===== src/rtl/conv_block_sequencer_pkg.sv =====
// ----------------------------------------------------------------------------
// conv_block_sequencer_pkg
// Shared definitions for the convolution block sequencer:
//   - state_t    : main FSM state encoding
//   - PHASE_*    : host-visible phase codes reported on o_phase
//   - GAP_LEN    : number of cycles each GAP state is held
//   - phase_of() : maps a state onto its reported phase
//   - is_busy()  : states in which a sequence is in flight
// ----------------------------------------------------------------------------
package conv_block_sequencer_pkg;

    typedef enum logic [2:0] {
        ST_IDLE  = 3'd0,
        ST_LOAD  = 3'd1,
        ST_GAP_L = 3'd2,
        ST_PROC  = 3'd3,
        ST_GAP_P = 3'd4,
        ST_READ  = 3'd5,
        ST_GAP_R = 3'd6,
        ST_DONE  = 3'd7
    } state_t;

    localparam logic [1:0] PHASE_IDLE = 2'd0;
    localparam logic [1:0] PHASE_LOAD = 2'd1;
    localparam logic [1:0] PHASE_PROC = 2'd2;
    localparam logic [1:0] PHASE_READ = 2'd3;

    // Each GAP state is held this many cycles so the address FSM always
    // sees at least one cycle with its controls low between phases.
    localparam int GAP_LEN   = 2;
    localparam int GAP_CNT_W = 2;

    // A GAP state reports the phase it is closing, so o_phase only moves
    // forward once the next phase's control is actually asserted.
    function automatic logic [1:0] phase_of(input state_t st);
        logic [1:0] ph;
        ph = PHASE_IDLE;
        case (st)
            ST_LOAD, ST_GAP_L: ph = PHASE_LOAD;
            ST_PROC, ST_GAP_P: ph = PHASE_PROC;
            ST_READ, ST_GAP_R: ph = PHASE_READ;
            default:           ph = PHASE_IDLE;
        endcase
        return ph;
    endfunction

    function automatic logic is_busy(input state_t st);
        return (st != ST_IDLE) && (st != ST_DONE);
    endfunction

    function automatic logic is_gap(input state_t st);
        return (st == ST_GAP_L) || (st == ST_GAP_P) || (st == ST_GAP_R);
    endfunction

endpackage


===== src/rtl/conv_block_sequencer_edge_watch.sv =====
// ----------------------------------------------------------------------------
// cbs_edge_watch
// Change-block event logic shared by all phases of the sequencer:
//   - rising-edge detector on the change-block level
//   - READ pass counter (READ_PASSES events close a READ phase)
//   - PROC watchdog (fires on the (2^NB_TIMEOUT-1)-th PROC cycle w/o event)
// Ports:
//   clk_i          clock
//   srst_i         synchronous active-high reset
//   clear_i        abort: drops the edge history and both counters
//   change_block_i change-block level from the address FSM
//   pass_en_i      sequencer is in READ (counter held at 0 otherwise)
//   wd_en_i        sequencer is in PROC (watchdog held at 0 otherwise)
//   event_o        rising edge of change_block_i this cycle
//   pass_done_o    this event is the last pass of the READ phase
//   timeout_o      watchdog expires this cycle with no progress
// ----------------------------------------------------------------------------
module cbs_edge_watch
    import conv_block_sequencer_pkg::*;
#(
    parameter int READ_PASSES = 2,
    parameter int NB_TIMEOUT  = 12
) (
    input  logic clk_i,
    input  logic srst_i,
    input  logic clear_i,
    input  logic change_block_i,
    input  logic pass_en_i,
    input  logic wd_en_i,
    output logic event_o,
    output logic pass_done_o,
    output logic timeout_o
);

    localparam int PASS_W = $clog2(READ_PASSES + 1);
    localparam logic [PASS_W-1:0] PASS_LAST = PASS_W'(READ_PASSES - 1);
    // The counter holds k-1 during the k-th PROC cycle, so the cycle that
    // would bring it to 2^N-1 is the one where it reads 2^N-2.
    localparam logic [NB_TIMEOUT-1:0] WD_LAST =
        NB_TIMEOUT'((64'd1 << NB_TIMEOUT) - 64'd2);

    logic                  prev_q, prev_d;
    logic [PASS_W-1:0]     pass_cnt_q, pass_cnt_d;
    logic [NB_TIMEOUT-1:0] wd_cnt_q, wd_cnt_d;

    assign event_o     = change_block_i & ~prev_q;
    assign pass_done_o = pass_en_i & event_o & (pass_cnt_q == PASS_LAST);
    // An edge on the expiry cycle counts as progress.
    assign timeout_o   = wd_en_i & ~event_o & (wd_cnt_q == WD_LAST);

    always_comb begin
        prev_d     = clear_i ? 1'b0 : change_block_i;

        pass_cnt_d = pass_cnt_q;
        if (clear_i || !pass_en_i || pass_done_o) begin
            pass_cnt_d = '0;
        end else if (event_o) begin
            pass_cnt_d = pass_cnt_q + PASS_W'(1);
        end

        wd_cnt_d = (clear_i || !wd_en_i) ? '0 : wd_cnt_q + NB_TIMEOUT'(1);
    end

    always_ff @(posedge clk_i) begin
        if (srst_i) begin
            prev_q     <= 1'b0;
            pass_cnt_q <= '0;
            wd_cnt_q   <= '0;
        end else begin
            prev_q     <= prev_d;
            pass_cnt_q <= pass_cnt_d;
            wd_cnt_q   <= wd_cnt_d;
        end
    end

endmodule


===== src/rtl/conv_block_sequencer.sv =====
// ----------------------------------------------------------------------------
// conv_block_sequencer
// Steps the convolution address FSM through nBlocks column-blocks, each as
// LOAD -> GAP -> PROC -> GAP -> READ -> GAP, from a single host run command.
// Ports:
//   i_CLK, i_reset      clock, synchronous active-high reset
//   i_run               start pulse (accepted in IDLE only)
//   i_abort             abort request (wins over everything but reset)
//   i_nBlocks           block count, latched on an accepted run
//   i_imgLength         block length, latched on an accepted run
//   i_hostStrobe        host word strobe (LOAD/READ)
//   i_changeBlock       address-FSM change-block level
//   i_EoP               address-FSM end-of-process (status only)
//   o_load/o_SoP/o_valid/o_fsmReset   controls to the address FSM
//   o_imgLength         latched length forwarded to the address FSM
//   o_blockIdx          current block, 0-based
//   o_phase             0 idle, 1 load, 2 proc, 3 read
//   o_busy/o_done/o_error status
// All outputs are registered.
// ----------------------------------------------------------------------------
module conv_block_sequencer
    import conv_block_sequencer_pkg::*;
#(
    parameter int NB_IMAGE    = 10,
    parameter int NB_BLOCK    = 8,
    parameter int READ_PASSES = 2,
    parameter int NB_TIMEOUT  = 12
) (
    input  logic                i_CLK,
    input  logic                i_reset,
    input  logic                i_run,
    input  logic                i_abort,
    input  logic [NB_BLOCK-1:0] i_nBlocks,
    input  logic [NB_IMAGE-1:0] i_imgLength,
    input  logic                i_hostStrobe,
    input  logic                i_changeBlock,
    input  logic                i_EoP,
    output logic                o_load,
    output logic                o_SoP,
    output logic                o_valid,
    output logic                o_fsmReset,
    output logic [NB_IMAGE-1:0] o_imgLength,
    output logic [NB_BLOCK-1:0] o_blockIdx,
    output logic [1:0]          o_phase,
    output logic                o_busy,
    output logic                o_done,
    output logic                o_error
);

    // End-of-process is informational for the host; the sequence advances
    // on change-block edges only.
    logic eop_unused;
    assign eop_unused = i_EoP;

    state_t                 state_q, state_d;
    logic [GAP_CNT_W-1:0]   gap_cnt_q, gap_cnt_d;

    logic [NB_BLOCK-1:0]    nblocks_q, nblocks_d;
    logic [NB_BLOCK-1:0]    block_idx_q, block_idx_d;
    logic [NB_IMAGE-1:0]    img_len_q, img_len_d;
    logic                   load_q, load_d;
    logic                   sop_q, sop_d;
    logic                   valid_q, valid_d;
    logic                   fsm_reset_q, fsm_reset_d;
    logic [1:0]             phase_q, phase_d;
    logic                   busy_q, busy_d;
    logic                   done_q, done_d;
    logic                   error_q, error_d;

    logic cb_event;
    logic pass_done;
    logic wd_timeout;
    logic abort_req;
    logic gap_last;
    logic last_block;
    logic run_accept;
    logic run_blocks;

    assign abort_req  = i_abort | wd_timeout;
    assign gap_last   = (gap_cnt_q == GAP_CNT_W'(GAP_LEN - 1));
    assign last_block = (block_idx_q == nblocks_q - NB_BLOCK'(1));
    assign run_accept = (state_q == ST_IDLE) & i_run & ~i_abort;
    assign run_blocks = run_accept & (i_nBlocks != '0);

    cbs_edge_watch #(
        .READ_PASSES (READ_PASSES),
        .NB_TIMEOUT  (NB_TIMEOUT)
    ) u_edge_watch (
        .clk_i          (i_CLK),
        .srst_i         (i_reset),
        .clear_i        (abort_req),
        .change_block_i (i_changeBlock),
        .pass_en_i      (state_q == ST_READ),
        .wd_en_i        (state_q == ST_PROC),
        .event_o        (cb_event),
        .pass_done_o    (pass_done),
        .timeout_o      (wd_timeout)
    );

    // ---------------- state register ----------------
    always_ff @(posedge i_CLK) begin
        if (i_reset) begin
            state_q   <= ST_IDLE;
            gap_cnt_q <= '0;
        end else begin
            state_q   <= state_d;
            gap_cnt_q <= gap_cnt_d;
        end
    end

    // ---------------- next state ----------------
    always_comb begin
        state_d = state_q;
        case (state_q)
            ST_IDLE:  if (i_run) state_d = (i_nBlocks == '0) ? ST_DONE : ST_LOAD;
            ST_LOAD:  if (cb_event) state_d = ST_GAP_L;
            ST_GAP_L: if (gap_last) state_d = ST_PROC;
            ST_PROC:  if (cb_event) state_d = ST_GAP_P;
            ST_GAP_P: if (gap_last) state_d = ST_READ;
            ST_READ:  if (pass_done) state_d = ST_GAP_R;
            ST_GAP_R: if (gap_last) state_d = last_block ? ST_DONE : ST_LOAD;
            ST_DONE:  state_d = ST_IDLE;
            default:  state_d = ST_IDLE;
        endcase
        if (abort_req) begin
            state_d = ST_IDLE;
        end

        gap_cnt_d = '0;
        if (is_gap(state_q) && (state_d == state_q)) begin
            gap_cnt_d = gap_cnt_q + GAP_CNT_W'(1);
        end
    end

    // ---------------- outputs / latches ----------------
    // Controls are decoded from the next state so they move in the same
    // clock edge as the state itself.
    always_comb begin
        load_d      = (state_d == ST_LOAD);
        sop_d       = (state_d == ST_PROC);
        phase_d     = phase_of(state_d);
        busy_d      = is_busy(state_d);
        valid_d     = i_hostStrobe & ~abort_req &
                      ((state_q == ST_LOAD) | (state_q == ST_READ));
        fsm_reset_d = abort_req;

        nblocks_d   = run_blocks ? i_nBlocks   : nblocks_q;
        img_len_d   = run_blocks ? i_imgLength : img_len_q;

        // Aborts leave the index untouched so the host can see where it stopped.
        block_idx_d = block_idx_q;
        if (run_blocks) begin
            block_idx_d = '0;
        end else if ((state_q == ST_GAP_R) && (state_d == ST_LOAD)) begin
            block_idx_d = block_idx_q + NB_BLOCK'(1);
        end

        done_d = done_q;
        if (run_accept) done_d = 1'b0;
        if (state_d == ST_DONE) done_d = 1'b1;

        error_d = error_q;
        if (run_accept) error_d = 1'b0;
        if (wd_timeout) error_d = 1'b1;
    end

    always_ff @(posedge i_CLK) begin
        if (i_reset) begin
            load_q      <= 1'b0;
            sop_q       <= 1'b0;
            valid_q     <= 1'b0;
            fsm_reset_q <= 1'b0;
            phase_q     <= PHASE_IDLE;
            busy_q      <= 1'b0;
            done_q      <= 1'b0;
            error_q     <= 1'b0;
            nblocks_q   <= '0;
            block_idx_q <= '0;
            img_len_q   <= '0;
        end else begin
            load_q      <= load_d;
            sop_q       <= sop_d;
            valid_q     <= valid_d;
            fsm_reset_q <= fsm_reset_d;
            phase_q     <= phase_d;
            busy_q      <= busy_d;
            done_q      <= done_d;
            error_q     <= error_d;
            nblocks_q   <= nblocks_d;
            block_idx_q <= block_idx_d;
            img_len_q   <= img_len_d;
        end
    end

    assign o_load      = load_q;
    assign o_SoP       = sop_q;
    assign o_valid     = valid_q;
    assign o_fsmReset  = fsm_reset_q;
    assign o_imgLength = img_len_q;
    assign o_blockIdx  = block_idx_q;
    assign o_phase     = phase_q;
    assign o_busy      = busy_q;
    assign o_done      = done_q;
    assign o_error     = error_q;

endmodule


===== config.mk =====
export PLATFORM = sky130hd
export DESIGN_NAME = conv_block_sequencer
export DESIGN_NICKNAME = d
export VERILOG_FILES = /design/src/rtl/conv_block_sequencer_pkg.sv /design/src/rtl/conv_block_sequencer_edge_watch.sv /design/src/rtl/conv_block_sequencer.sv
export SDC_FILE = /design/constraint.sdc
export NUM_CORES = 1
export LEC_CHECK = 0
export BUFFER_PORTS_ARGS = -buffer_cell sky130_fd_sc_hd__buf_2
export CAP_MARGIN = 20
export CORE_MARGIN = 3
export CORE_UTILIZATION = 31
export DETAILED_ROUTE_END_ITERATION = 16
export GPL_ROUTABILITY_DRIVEN = 0
export SYNTH_ARGS = -nofsm -noshare
export SYNTH_HDL_FRONTEND = slang
export SYNTH_SLANG_ARGS = --single-unit

===== constraint.sdc =====
create_clock -name i_CLK -period 7.28 [get_ports i_CLK]
set_clock_uncertainty 0.1 [all_clocks]
set_input_delay 0 -clock i_CLK [delete_from_list [all_inputs] [get_ports i_CLK]]
set_output_delay 0 -clock i_CLK [all_outputs]
set_load 0.02 [all_outputs]

==> results of run 1 <==
## layout make-up
cell class                      instances  area (um2)  share of cell area
Inverter                                9        33.8              0.0103
Clock buffer                            6        72.6              0.0221
Tap cell                              105         131              0.0400
Clock inverter                          2        16.3             0.00496
Multi-Input combinational cell        219        1460               0.445
Sequential cell                        55        1100               0.335
Timing Repair Buffer                   72         468               0.143
## metrics by stage
stage	hold WS (ns)	total power, W	instance area [um2]
finish	0.0905	0.000574	3280
global placement	0.134	0.000399	2980
CTS	0.0763	0.000585	3280
global route	0.109	0.000606	3280
floorplan	0.0217	0.000380	2660
detailed placement	0.143	0.000401	2980
## worst max path at each step
stage | end | slack, ns | cells past startpoint | start
2_1_floorplan | o_blockIdx[7] | 4.34 | 12 | o_blockIdx[5]
3_3_place_gp | o_blockIdx[3] | 4.11 | 13 | nblocks_q[0]
3_5_place_dp | o_blockIdx[3] | 4.04 | 13 | nblocks_q[0]
4_1_cts | o_blockIdx[3] | 3.99 | 13 | nblocks_q[0]
5_1_grt | o_blockIdx[7] | 3.62 | 13 | nblocks_q[0]
6_report | o_blockIdx[3] | 3.99 | 13 | nblocks_q[0]
## placed cells by master (no fill, tap or decap), types with 2 or more instances in the layout
master / n
or4_1: 3
nor2b_1: 6
ha_1: 10
xnor2_1: 10
nor4_1: 3
dlygate4sd3_1: 21
or4_4: 2
o21ai_1: 5
inv_1: 9
and3_1: 7
nand2_1: 12
o21ai_0: 3
nor2_1: 47
nand2b_1: 2
nand3_1: 15
nor2_2: 2
a21boi_0: 2
a21oi_1: 12
nor3_1: 9
dfxtp_1: 55
and2_1: 5
nand3b_1: 3
or3_1: 6
clkbuf_8: 5
or2_2: 3
nand4_1: 3
mux2i_1: 18
a2bb2oi_1: 2
a211oi_1: 2
buf_2: 50
xor2_1: 11
## worst max-delay path: cells and delay by family, from the launching register on
kind                       cells  cell delay [ns]
AOI/OAI and AO/OA              4             0.77
xor gates and xnor gates       2             0.30
adders and majority gates      2             0.62
buffers and inverters          1             0.09
DFF                            1             0.42
and+or+nand+nor                4             0.91
## power breakdown
part	internal (W)	switching [W]	total, W
combinational	0.0000406	0.0000450	0.0000856
clock	0.0000694	0.000102	0.000172
sequential	0.000309	0.00000765	0.000317
total	0.000419	0.000155	0.000574
## sequential cells by signal, summed over array words and instances (netlist names)
| register | flops |
|---|---|
| o_phase | 2 |
| o_error | 1 |
| o_blockIdx | 8 |
| state_q | 3 |
| o_busy | 1 |
| o_valid | 1 |
| o_fsmReset | 1 |
| nblocks_q | 8 |
| o_SoP | 1 |
| gap_cnt_q | 2 |
| u_edge_watch.prev_q | 1 |
| o_imgLength | 10 |
| o_done | 1 |
| u_edge_watch.wd_cnt_q | 12 |
| o_load | 1 |
| u_edge_watch.pass_cnt_q | 2 |
## timing repair
item,in CTS,in global routing
setup endpoints to repair,0,0
endpoints found under the hold margin,21,0
hold buffers,21,0
## per-layer routing
layer	vias up	GRT usage	share of wire
met5	-	0	0
met3	7	0.0318	0.053
met1	1082	0.160	0.46
met2	50	0.207	0.47
li1	1160	-	-
met4	0	0.0347	0.011
## kinds of logic after synthesis
family          synth area share
simple gates               0.254
flops                      0.414
compound gates             0.110
buf+inv                   0.0386
xor+xnor                  0.0691
mux                       0.0677
fa+ha+maj                 0.0470
==> results.toml, run 1 <==
[outcome]
outcome = "finished clean"

[setup_path]
endpoint_kind = "flop"
crit_fanout = 7
regToRegSetupSlack_ns = 3.99
r2r_cells = 13
reg2reg_from = "nblocks_q[0]"
worstSetupPathType = "reg2reg"
worstPathRequired_ns = 7.42
cp_slowest_cell = "dfxtp_1"
slowest_delay_ns = 0.42
worst_r2r_endpoint = "o_blockIdx[3]"
cp-start-kind = "flop"
arrival_ns = 3.43
crit_chain = "inv_1 -> ha_1 -> xor2_1 -> xnor2_1 -> a32oi_1 -> or4_4 -> o21ai_0 -> o21ai_0 -> ha_1 -> and3_1 -> nand2_1 -> or4_1 -> a21oi_1"

[cells_and_area]
area_growth_pct = 23.4
diodes = 0
drive_above_1_share = 0.196
fin_nets = 397
fillers = 866
finish.utilization = 0.397
instances_no_fill = 468

[global_routing]
antenna_found_initial = 0
grt_pass1_wl_um = 10100
grt_max_degree = 34
grt_overflow_total = 0
grt_usage = 0.124
grt_pass1_vias = 2215

[clock_tree]
cts_made_buffers = 5
cts.sinks = 55
clock_latency_ns = 0.31
cts.path.max_buffers = 2
htree_levels = 2
cts_resized = 0
cts_tree = "done"
cts_setup_buffers = 0
clk_pin_slew_ns = 0.10
root_buffer = "clkbuf_8"

[timing]
fin_crit_ns = 3.29
finalCritPeriodShare = 0.452
finalWorstSetupSlack_ns = 3.99
setup-violations-final = 0
maxSlewHeadroom = 0.561
hold_viol_final = 0
worst_pin_slew_ns = 0.659
rsz0062_at_grt = "false"
timing.setup.tns_ns = 0
fmax_ghz = 0.304
drv_slew = 0

[synthesis]
netlist_instances = 297
yosysMostFrequentCell = "dfxtp_1"
synth_top_area_frac = 0.414
async_flop_share = 0
seq_area_frac_synth = 0.414
synth_cell_types = 48
synthFlopType = "dfxtp_1"
synth_top_area_cell = "dfxtp_1"
syn_area_mm2 = 0.00266
synth_fp_nets = 332
yosysWarnings = 0
synthTopCellsByCount = "55 x dfxtp_1, 48 x nor2_1, 18 x mux2i_1"
ys_ff_latch = 55
synth_edf_count = 0
synth.area.top_cells = "dfxtp_1 41%, mux2i_1 6.8%, nor2_1 6.8%, ha_1 4.7%, xor2_1 3.6%"
syn_avg_cell_area_um2 = 8.96

[hold_path]
hold_depth = 4
hold_end = "nblocks_q[0]"
hp-class = "in2reg"
worstHoldStart = "i_run"

[floorplanning]
dieArea_mm2 = 0.00973
die_w_um = 98.6
core_mm2 = 0.00826
start_util = 0.322
die_h_um = 98.6
rows = 33
io_pins = 52

[drt]
initialDrtViolationCount = 57
drc = 0
wl_um = 5870
detail-route-antenna-nets = 0
routed_via_density = 4.91
via_count = 2299
first_pass_iters = 4
post_drt_wl_per_cell_um = 12.5

[power_and_ir_drop]
irDropWorstVdd_v = 0.0000720
power_density_mw_per_mm2 = 175
leakagePower_nw = 1.31

[flow_run]
cap_violations = 0

[placed_design]
io_buffers = 50
dp_hpwl_um = 4180
dp_cells = 439
pre_cts_ws_ns = 4.04
(Power assumes the default switching activity.)
==> run 2, diff against run 1 <==
==> constraint.sdc (replaced) <==
create_clock -name i_CLK -period 2.8 [get_ports i_CLK]
set_clock_uncertainty 0.1 [all_clocks]
set_input_delay 0 -clock i_CLK [delete_from_list [all_inputs] [get_ports i_CLK]]
set_output_delay 0 -clock i_CLK [all_outputs]
set_load 0.02 [all_outputs]
==> results.toml, run 2 (synthesized netlist as in run 1, its figures left out) <==
[timing]
worst_pin_slew_ns = 0.456
setup-violations-final = 0
maxSlewHeadroom = 0.695
fmax_ghz = 0.369
fin_crit_ns = 2.71
rsz0062_at_grt = "true"
drv_slew = 0
hold_viol_final = 0
finalCritPeriodShare = 0.968

[power_and_ir_drop]
seqPwrFrac = 0.503
power_density_mw_per_mm2 = 463
p_switching_w = 0.000428
internal_power_w = 0.00120
clkPwrFrac = 0.338
leakagePower_nw = 1.44
swShare = 0.262
irDropWorstVdd_v = 0.000211
pwr-share-comb = 0.160

[floorplanning]
rows = 33
die_w_um = 98.6
dieArea_mm2 = 0.00973
core_mm2 = 0.00826
io_pins = 52
start_util = 0.322
die_h_um = 98.6

[cells_and_area]
final_cell_mix = "50 x dfxtp_1, 50 x buf_2, 46 x nor2_1"
area_growth_pct = 32.5
regMostFlops = "u_edge_watch.wd_cnt_q"
fin_area_mm2 = 0.00352
fin_nets = 415
diodes = 0
largest_register_ff_count = 12
drive_above_1_share = 0.283
finish.utilization = 0.427

[drt]
wl_um = 6040
first_pass_iters = 6
routed_via_density = 4.76
initialDrtViolationCount = 47
drc = 0
detail-route-antenna-nets = 0
via_count = 2312
post_drt_wl_per_cell_um = 12.4

[placed_design]
io_buffers = 50
placedInstanceArea_mm2 = 0.00311
dp_hpwl_um = 4250

[setup_path]
cp_slowest_cell = "or4_4"
worstPathRequired_ns = 2.91
crit_fanout = 4
crit_chain = "or4_4 -> a2111oi_4 -> nor3_2 -> or4_4 -> o21ai_2 -> o21ai_2 -> ha_2 -> and3_4 -> nand4_1 -> or3_1 -> a21oi_1"
worstSetupPathType = "reg2reg"
r2r_cells = 11
endpoint_kind = "flop"
slowest_delay_ns = 0.52
cp-start-kind = "flop"
arrival_ns = 2.82

[global_routing]
antenna_found_initial = 0
grt_pass1_wl_um = 10400
grt_overflow_total = 0
grt_max_degree = 34
grt_pass1_vias = 2238
grt_usage = 0.127

[clock_tree]
cts.sinks = 55
clock_latency_ns = 0.32
clk_pin_slew_ns = 0.10
cts_tree = "done"
cts.path.max_buffers = 2
root_buffer = "clkbuf_8"
htree_levels = 2
cts_made_buffers = 5

[hold_path]
hold_depth = 4
hp-class = "in2reg"

[flow_run]
cap_violations = 0

[outcome]
outcome = "finished clean"
-- run 2: cell types whose count changed in the layout (fill, tap and decap cells not counted), sizes merged --
cell	change
clkbuf	-1
buf	+18
clkinvlp	-1
clkinv	+1
bufinv	+1
-- run 2: worst paths after layout --
path / start / endpoint / slack, ns
setup / recovery: nblocks_q[1] / o_blockIdx[7] / 0.09
hold reg to reg: gap_cnt_q[0] / gap_cnt_q[0] / 0.35
hold / removal: i_run / nblocks_q[0] / 0.08
setup reg to reg: nblocks_q[1] / o_blockIdx[7] / 0.09
-- run 2: timing repair --
action | 4_1_cts | 5_1_grt
pin swaps | 0 | 4
setup buffers | 0 | 2
gates cloned | 0 | 0
gates resized for setup | 2 | 18
hold buffers | 21 | 0
endpoints found under the hold margin | 21 | 0
setup endpoints to repair | 2 | 12
-- run 2: layer usage --
layer / routed length [um] / vias to the layer above / global-route usage
met5: 0 / - / 0
met4: 74 / 0 / 0.0336
met3: 300 / 9 / 0.0333
met2: 2830 / 39 / 0.211
met1: 2840 / 1064 / 0.164
li1: - / 1200 / -
-- run 2: critical path, delay by kind of cell (launching register included) --
family          cells  cell delay [ns]
fa+ha+maj           1             0.21
flops               1             0.37
compound gates      4             0.42
simple gates        6             1.50
-- run 2: layout make-up --
cell class / count / area (um2)
timing repair buffer: 90 / 607
inverter: 9 / 33.8
multi-input combinational: 219 / 1530
clock inverter: 3 / 47.5
tap: 105 / 131
clock buffer: 5 / 68.8
fill: 839 / 4730
sequential: 55 / 1110
-- run 2: power groups by stage --
stage	registers [W]	clock network (W)	logic (W)
2_1_floorplan	0.000852	0	0.000136
3_3_place_gp	0.000837	0	0.000222
3_5_place_dp	0.000837	0	0.000224
4_1_cts	0.000820	0.000569	0.000249
5_1_grt	0.000823	0.000594	0.000287
6_report	0.000820	0.000551	0.000260
-- run 2: through the flow --
step                hold slack, ns  setup slack [ns]  setup TNS, ns  power (W)  cells
detailed placement           0.143          -0.00431       -0.00431    0.00106    455
finish                      0.0782            0.0894              0    0.00163    486
CTS                         0.0700            0.0107              0    0.00164    484
floorplan                   0.0217            0.0416              0   0.000989    297
global placement             0.133            0.0266              0    0.00106    455
global route                0.0909           -0.0212        -0.0741    0.00170    486
==> run 3, diff against run 2 <==
==> constraint.sdc (replaced) <==
create_clock -name i_CLK -period 2.6 [get_ports i_CLK]
set_clock_uncertainty 0.1 [all_clocks]
set_input_delay 0 -clock i_CLK [delete_from_list [all_inputs] [get_ports i_CLK]]
set_output_delay 0 -clock i_CLK [all_outputs]
set_load 0.02 [all_outputs]
==> results.toml, run 3 (synthesized netlist as in run 1, its figures left out) <==
[drt]
drc = 0
routed_via_density = 4.82
via_count = 2471
post_drt_wl_per_cell_um = 12.6
detail-route-antenna-nets = 0
wl_um = 6460
first_pass_iters = 4
initialDrtViolationCount = 96

[cells_and_area]
drive_above_1_share = 0.358
fillers = 815
regArea_mm2 = 0.00111
area_growth_pct = 44.5
multi_input_area_mm2 = 0.00161
fin_nets = 442
diodes = 0
largest_register_ff_count = 12
final_cell_mix = "50 x dfxtp_1, 50 x buf_2, 46 x nor2_1"
regMostFlops = "u_edge_watch.wd_cnt_q"

[timing]
setup-violations-final = 16
fmax_ghz = 0.367
finalCritPeriodShare = 1.05
rsz0062_at_grt = "true"
finalWorstSetupSlack_ns = -0.127
worst_pin_slew_ns = 0.452
maxSlewHeadroom = 0.698
fin_crit_ns = 2.73
hold_viol_final = 0
drv_slew = 0
worst_hold_slack_ns = 0.0317

[clock_tree]
cts_tree = "done"
cts.sinks = 55
clock_latency_ns = 0.31
root_buffer = "clkbuf_8"
cts.path.max_buffers = 2
clk_pin_slew_ns = 0.10
htree_levels = 2
cts_made_buffers = 5

[flow_run]
cap_violations = 0

[power_and_ir_drop]
irDropWorstVdd_v = 0.000347
total_power_w = 0.00186
leakagePower_nw = 1.61
power_density_mw_per_mm2 = 485

[floorplanning]
io_pins = 52
core_mm2 = 0.00826
rows = 33
die_h_um = 98.6
start_util = 0.322
dieArea_mm2 = 0.00973
die_w_um = 98.6

[setup_path]
slowest_delay_ns = 0.54
worstPathRequired_ns = 2.70
endpoint_kind = "flop"
worstSetupPathType = "reg2reg"
crit_fanout = 4
regToRegSetupSlack_ns = -0.13
cp-start-kind = "flop"
arrival_ns = 2.83
crit_chain = "or4_4 -> a2111oi_4 -> nor3_2 -> or4_4 -> o21ai_2 -> o21ai_2 -> ha_4 -> and3_4 -> buf_6 -> nand2_4 -> or3_1 -> a21oi_1"
cp_slowest_cell = "or4_4"

[global_routing]
grt_usage = 0.137
antenna_found_initial = 0
grt_overflow_total = 0
grt_pass1_vias = 2382
grt_max_degree = 33
grt_pass1_wl_um = 11100

[outcome]
violations = "setup timing"
outcome = "finished with violations"

[placed_design]
io_buffers = 50
dp_hpwl_um = 4640

[hold_path]
hp-class = "in2reg"
-- run 3: cell count changes in the layout (fill, tap and decap cells not counted), sizes merged --
cell,previous run,this run
buf,69,94
dlygate4sd3,21,23
bufinv,1,2
clkbuf,5,6
clkinv,1,0
inv,10,9
-- run 3: worst paths after layout --
kind                      from            end  cells after the start
setup / recovery  nblocks_q[1]  o_blockIdx[5]                     12
hold / removal         i_abort     state_q[0]                      5
setup reg to reg  nblocks_q[1]  o_blockIdx[5]                     12
hold reg to reg   gap_cnt_q[0]   gap_cnt_q[0]                      1
-- run 3: critical path, delay by kind of cell (launching register included) --
| kind | cells | cell delay [ns] |
|---|---|---|
| and+or+nand+nor | 6 | 1.42 |
| AOI/OAI and AO/OA | 4 | 0.45 |
| DFF | 1 | 0.34 |
| adders and majority gates | 1 | 0.19 |
| buffers and inverters | 1 | 0.11 |
-- run 3: power by group --
part | total (W) | internal, W | leakage [nW] | switching [W]
combinational | 0.000317 | 0.000162 | 1.10 | 0.000155
sequential | 0.000883 | 0.000867 | 0.448 | 0.0000160
clock | 0.000665 | 0.000385 | 0.0654 | 0.000280
total | 0.00186 | 0.00141 | 1.61 | 0.000451
-- run 3: metal layers --
layer  wire length [um]  vias up  GRT usage
li1                   -     1252          -
met5                  0        -          0
met4                 53        0     0.0284
met2               3050       48      0.230
met1               3070     1164      0.180
met3                278        7     0.0340
-- run 3: through the flow --
step	area, um2	utilization	cells	worst slack (ns)	setup TNS (ns)
after global routing	3840	0.466	513	-0.237	-2.82
after global placement	3310	0.400	476	-0.0636	-0.243
after floorplan	2690	-	297	-0.0388	-0.106
after CTS	3720	0.450	509	-0.113	-0.454
final	3840	0.466	513	-0.127	-1.26
after detailed placement	3310	0.400	476	-0.116	-0.800
-- run 3: timing repair --
action | in CTS | in global routing
hold buffers | 23 | 0
setup endpoints to repair | 14 | 16
pin swaps | 12 | 11
buffers inserted | 2 | 4
hold endpoints to repair | 22 | 0
gates resized for setup | 9 | 24
-- run 3: final cells by class --
type	instances	share of cell area
sequential	55	0.288
clock inverter	2	0.0156
tap	105	0.0342
multi-input combinational	219	0.418
clock buffer	6	0.0189
inverter	9	0.00879
timing repair buffer	117	0.217
